$ cat src/rtl/imm_encoder_pkg.sv
// Shared definitions for the immediate encoder.
// Holds the format codes, the two opcodes used by the LI split, the FSM
// state encoding and a signed range-check helper.
package imm_encoder_pkg;

  typedef enum logic [2:0] {
    FMT_I     = 3'd0,
    FMT_S     = 3'd1,
    FMT_B     = 3'd2,
    FMT_U     = 3'd3,
    FMT_J     = 3'd4,
    FMT_SHAMT = 3'd5,
    FMT_LI    = 3'd6,
    FMT_RSVD  = 3'd7
  } fmt_e;

  localparam logic [6:0] OP_LUI = 7'b0110111;
  localparam logic [6:0] OP_IMM = 7'b0010011;

  typedef enum logic [1:0] {
    ST_IDLE = 2'd0,
    ST_ONE  = 2'd1,
    ST_HI   = 2'd2,
    ST_LO   = 2'd3
  } state_e;

  // True when v fits in an n-bit two's complement field: every bit from
  // n-1 upward must be a copy of the sign bit.
  function automatic logic fits_signed(input logic signed [31:0] v,
                                       input int unsigned n);
    logic signed [31:0] t;
    t = v >>> (n - 1);
    return (t == 32'sd0) || (t == -32'sd1);
  endfunction

endpackage

$ cat src/rtl/imm_encoder_pack.sv
// imm_pack: combinational packer that scatters an immediate into the
// RV32I bit positions of the selected format and flags out-of-range values.
// Ports:
//   fmt_i  - format code (fmt_e)
//   base_i - instruction template; immediate positions are overwritten
//   imm_i  - full-value immediate
//   inst_o - packed instruction (LI and reserved formats pass base through)
//   err_o  - immediate out of range for fmt, or reserved fmt
module imm_pack
  import imm_encoder_pkg::*;
(
  input  logic [2:0]  fmt_i,
  input  logic [31:0] base_i,
  input  logic [31:0] imm_i,
  output logic [31:0] inst_o,
  output logic        err_o
);

  logic signed [31:0] imm_s;
  assign imm_s = $signed(imm_i);

  always_comb begin
    inst_o = base_i;
    err_o  = 1'b0;
    case (fmt_e'(fmt_i))
      FMT_I: begin
        inst_o = {imm_i[11:0], base_i[19:0]};
        err_o  = !fits_signed(imm_s, 12);
      end
      FMT_S: begin
        inst_o = {imm_i[11:5], base_i[24:12], imm_i[4:0], base_i[6:0]};
        err_o  = !fits_signed(imm_s, 12);
      end
      FMT_B: begin
        inst_o = {imm_i[12], imm_i[10:5], base_i[24:12], imm_i[4:1],
                  imm_i[11], base_i[6:0]};
        // 13-bit signed range plus even alignment excludes +4095.
        err_o  = imm_i[0] || !fits_signed(imm_s, 13);
      end
      FMT_U: begin
        inst_o = {imm_i[31:12], base_i[11:0]};
        err_o  = |imm_i[11:0];
      end
      FMT_J: begin
        inst_o = {imm_i[20], imm_i[10:1], imm_i[11], imm_i[19:12],
                  base_i[11:0]};
        err_o  = imm_i[0] || !fits_signed(imm_s, 21);
      end
      FMT_SHAMT: begin
        // Upper funct7 bits come from the template so SRAI keeps bit 30.
        inst_o = {base_i[31:25], imm_i[4:0], base_i[19:0]};
        err_o  = |imm_i[31:5];
      end
      FMT_LI: begin
        inst_o = base_i;
        err_o  = 1'b0;
      end
      default: begin
        inst_o = base_i;
        err_o  = 1'b1;
      end
    endcase
  end

endmodule

$ cat src/rtl/imm_encoder.sv
// imm_encoder: packs immediates into instruction templates between the
// stimulus loader and instruction memory. LI expands to one or two words
// (ADDI, LUI, or LUI followed by ADDI). Output stage is registered.
// Ports:
//   clk, rst              - clock, asynchronous active-high reset
//   in_valid/in_ready     - request handshake
//   in_fmt/in_base/in_imm - format code, template, immediate
//   out_valid/out_ready   - output handshake
//   out_inst/out_err      - packed word and range/format error
//   out_last              - final word of the current request
module imm_encoder
  import imm_encoder_pkg::*;
#(
  parameter int DATA_WIDTH = 32
) (
  input  logic                  clk,
  input  logic                  rst,
  input  logic                  in_valid,
  output logic                  in_ready,
  input  logic [2:0]            in_fmt,
  input  logic [31:0]           in_base,
  input  logic [DATA_WIDTH-1:0] in_imm,
  output logic                  out_valid,
  input  logic                  out_ready,
  output logic [31:0]           out_inst,
  output logic                  out_err,
  output logic                  out_last
);

  state_e      state_q, state_d;
  logic        out_valid_q, out_valid_d;
  logic [31:0] out_inst_q, out_inst_d;
  logic        out_err_q, out_err_d;
  logic        out_last_q, out_last_d;
  logic [31:0] pend_q, pend_d;

  logic [31:0] pack_inst;
  logic        pack_err;

  imm_pack u_pack (
    .fmt_i  (in_fmt),
    .base_i (in_base),
    .imm_i  (in_imm),
    .inst_o (pack_inst),
    .err_o  (pack_err)
  );

  logic out_fire, accept;
  assign out_fire = out_valid_q && out_ready;
  assign in_ready = !rst && ((state_q == ST_IDLE) || (out_fire && out_last_q));
  assign accept   = in_valid && in_ready;

  // LI split: hi rounds up when the low 12 bits will sign-extend negative.
  logic [4:0]  li_rd;
  logic [19:0] li_hi;
  logic        li_small, li_round;
  assign li_rd    = in_base[11:7];
  assign li_hi    = in_imm[31:12] + {19'd0, in_imm[11]};
  assign li_small = fits_signed($signed(in_imm), 12);
  assign li_round = (in_imm[11:0] == 12'd0);

  always_comb begin
    state_d     = state_q;
    out_valid_d = out_valid_q;
    out_inst_d  = out_inst_q;
    out_err_d   = out_err_q;
    out_last_d  = out_last_q;
    pend_d      = pend_q;

    if (out_fire) begin
      if (state_q == ST_HI) begin
        state_d    = ST_LO;
        out_inst_d = pend_q;
        out_last_d = 1'b1;
      end else begin
        state_d     = ST_IDLE;
        out_valid_d = 1'b0;
        out_err_d   = 1'b0;
        out_last_d  = 1'b0;
      end
    end

    if (accept) begin
      out_valid_d = 1'b1;
      state_d     = ST_ONE;
      out_last_d  = 1'b1;
      if (fmt_e'(in_fmt) == FMT_LI) begin
        out_err_d = 1'b0;
        if (li_small) begin
          out_inst_d = {in_imm[11:0], 5'd0, 3'b000, li_rd, OP_IMM};
        end else begin
          out_inst_d = {li_hi, li_rd, OP_LUI};
          if (!li_round) begin
            state_d    = ST_HI;
            out_last_d = 1'b0;
            pend_d     = {in_imm[11:0], li_rd, 3'b000, li_rd, OP_IMM};
          end
        end
      end else begin
        out_inst_d = pack_inst;
        out_err_d  = pack_err;
      end
    end
  end

  // Output stage / FSM registers
  always_ff @(posedge clk or posedge rst) begin
    if (rst) begin
      state_q     <= ST_IDLE;
      out_valid_q <= 1'b0;
      out_inst_q  <= 32'd0;
      out_err_q   <= 1'b0;
      out_last_q  <= 1'b0;
    end else begin
      state_q     <= state_d;
      out_valid_q <= out_valid_d;
      out_inst_q  <= out_inst_d;
      out_err_q   <= out_err_d;
      out_last_q  <= out_last_d;
    end
  end

  // Pending ADDI word is only read in HI, which reset always leaves.
  always_ff @(posedge clk) begin
    pend_q <= pend_d;
  end

  assign out_valid = out_valid_q;
  assign out_inst  = out_inst_q;
  assign out_err   = out_err_q;
  assign out_last  = out_last_q;

endmodule

$ cat config.mk
export PLATFORM = sky130hd
export DESIGN_NAME = imm_encoder
export DESIGN_NICKNAME = d
export VERILOG_FILES = /design/src/rtl/imm_encoder_pkg.sv /design/src/rtl/imm_encoder_pack.sv /design/src/rtl/imm_encoder.sv
export SDC_FILE = /design/constraint.sdc
export NUM_CORES = 1
export LEC_CHECK = 0
export ABC_AREA = 1
export BUFFER_PORTS_ARGS = -buffer_cell sky130_fd_sc_hd__buf_2
export CAP_MARGIN = 30
export CORE_AREA = 2 2 88 107
export DETAILED_ROUTE_END_ITERATION = 16
export DIE_AREA = 0 0 90 109
export PLACE_DENSITY = 0.66
export SYNTH_ARGS = -nofsm -noshare
export SYNTH_HDL_FRONTEND = slang
export SYNTH_SLANG_ARGS = --single-unit
$ cat constraint.sdc
create_clock -name clk -period 3.2 [get_ports clk]
set_input_delay 0.32 -clock clk [delete_from_list [all_inputs] [get_ports clk]]
set_output_delay 0.32 -clock clk [all_outputs]
set_load 0.01 [all_outputs]
==> qor.yml <==
logic_synthesis:
  ys_warn_count: 0
  yosys-top-cells-area: "dfrtp_1 23%, nand2_1 17%, edfxtp_1 13%, nand3_1 6.1%, nor2_1 5.8%"
  synth_top_area_cell: "dfrtp_1"
  ys_types: 45
  synth-main-ff-cell: "dfrtp_1"
  syn_nets: 625
  syn_area_per_cell_um2: 7.05
  synth_edf_count: 17
  syn_inst: 551
  ys_seq_area_frac: 0.363
  netlist_area_mm2: 0.00389
  synth.top_cell.area_share: 0.232
  async_flop_share: 0.679
  ys_ff_latch: 53
final_layout:
  drive_gt1_frac: 0.229
  mostFrequentLayoutCells: "178 x nand2_1, 106 x buf_2, 60 x nor2_1"
  fill_cells: 916
  seqCellArea_mm2: 0.00141
  area_growth_pct: 18.0
  finalNetCount: 724
  diodes: 0
  final_common_cell: "nand2_1"
  fin_area_mm2: 0.00458
  multi_input_area_mm2: 0.00216
pwr:
  peakVddDrop_mv: 0.197
  leakagePower_uw: 0.00222
  power.density_mw_per_mm2: 558
  finalPower_uw: 2560
clock_tree:
  cts_max_level: 2
  cts_setup_buffers: 0
  holdBufCountCts: 0
  clk_path_buf_depth: 2
  clock_latency_ps: 310
  root_buffer: "clkbuf_8"
  cts_tree: "yes"
  cts_buffers: 5
  cts.clk_slew.worst_paths_ps: 90
  ctsResizeCount: 0
  cts_sinks: 53
route:
  drc: 0
  drt_iter0_markers: 300
  avgRoutedWirePerCell_um: 15.7
  viasPerCell: 5.33
  drt_wl_total_um: 12100
  firstDrtPassIters: 5
  vias: 4110
  drtAntennaViolNets: 0
sta:
  hold_viol: 0
  rsz0062_at_grt: "no"
  finalSetupTns_ps: 0
  drv_slew: 0
  max_freq_ghz: 0.453
  fin_hold_ws_ps: 161
  fin_crit_ps: 2210
  tightest_slew_ps: 625
  setup_viol: 0
  skew_ps: 11.7
  finalCritPeriodShare: 0.690
  relSlewSlack: 0.583
global_route:
  grtUsageTotal: 0.248
  grt_pass1_vias: 3623
  grt_pass1_wl_um: 19200
  grt_max_degree: 37
  antenna_found_initial: 0
  grt_overflow: 0
placement:
  dpl_cell_area_mm2: 0.00448
  gp_congestion: 0.885
  hpwlAfterDp_um: 9770
  io_buffers: 106
floorplan:
  rows: 38
  io_pins: 107
  die_x_um: 90
  dieArea_mm2: 0.00981
  initial_core_util: 0.439
  die_h_um: 109
  coreArea_mm2: 0.00884
critical_path:
  start_kind: "register"
  cp_data_arrival_time_ps: 2410
  startpoint: "state_q[0]"
  critPathRequiredTime_ps: 3400
  end_kind: "register"
  path_class: "register to register"
  r2r_start: "state_q[0]"
  crit_fanout: 22
flow_run:
  drv_cap: 0
status:
  status: "finished, final reports clean"
min_path:
  hold_path_class: "primary input to async pin"
critical path, stage by stage, from the launching register on:
cell and delay (ps):
dfrtp_1 410, nor2_2 240, nor2_2 80, nand2_2 290, nand2_1 210, buf_4 250, inv_2 320, mux2i_1 240
nand2_1 60
cells in the mapped netlist, types with 2 or more instances:
| cell type | number |
|---|---|
| nand2_1 | 178 |
| nor2_1 | 60 |
| inv_1 | 49 |
| nand3_1 | 47 |
| dfrtp_1 | 36 |
| o21ai_0 | 23 |
| edfxtp_1 | 17 |
| a21oi_1 | 12 |
| o22ai_1 | 10 |
| buf_2 | 9 |
| xor2_1 | 8 |
| a22oi_1 | 7 |
| nand2_2 | 7 |
| o21a_1 | 7 |
| inv_2 | 6 |
| nand4_1 | 6 |
| nor3_1 | 6 |
| o211ai_1 | 6 |
| buf_4 | 4 |
| nor2_4 | 4 |
| o21ai_1 | 4 |
| o31ai_1 | 4 |
| a22o_1 | 3 |
| buf_6 | 3 |
| ha_1 | 3 |
| nand2_4 | 3 |
| nand3_2 | 3 |
| nor2_2 | 3 |
| o22a_1 | 3 |
| xnor2_1 | 3 |
| a211oi_1 | 2 |
| o221ai_1 | 2 |
state kept, by name (all words and copies together), names as in the netlist:
name and flops:
out_err 1, out_inst 32, out_valid 1, pend_q 17, state_q 2
worst paths after layout:
| path | end | cells after the start | slack (ps) |
|---|---|---|---|
| max | out_inst[31] | 8 | 990 |
| min | out_inst[29] | 3 | 160 |
| max reg2reg | out_inst[31] | 8 | 990 |
| min reg2reg | out_inst[20] | 2 | 490 |
| max in group asynchronous | out_inst[13] | 3 | 2710 |
| min in group clk | pend_q[15] | 1 | 200 |
cell type report:
class,count,area share
Clock inverter,2,0.00764
Tap cell,120,0.0328
Timing Repair Buffer,109,0.121
Multi-Input combinational cell,426,0.470
Clock buffer,6,0.0158
Sequential cell,53,0.308
Inverter,55,0.0450
report_power, final:
| part | internal [uW] | switching (uW) |
|---|---|---|
| registers | 919 | 117 |
| clock network | 232 | 208 |
| logic | 427 | 655 |
| total | 1580 | 979 |
logic make-up (layout without fill, tap and decap cells):
logic type      Yosys count  in the layout  share of synthesized area
xor+xnor                 11             11                     0.0248
buf+inv                  72            172                     0.0821
compound gates           89             89                      0.150
flops                    53             53                      0.363
simple gates            322            322                      0.368
mux                       1              1                    0.00258
fa+ha+maj                 3              3                    0.00966
per-stage QoR:
step	instances	utilization	worst slack [ps]
final	771	0.518	991
after global routing	771	0.518	753
after CTS	771	0.518	979
after detailed placement	763	0.506	818
after global placement	763	0.506	860
after floorplan	551	-	504
routing by layer:
layer	vias up	routed length, um	global-route usage	part of all wire
li1	2022	-	-	-
met4	0	294	0.0835	0.024
met5	-	0	0	0
met3	18	677	0.0263	0.056
met2	164	5800	0.422	0.48
met1	1906	5360	0.333	0.44
No activity file was read; power rests on OpenSTA's default activity.
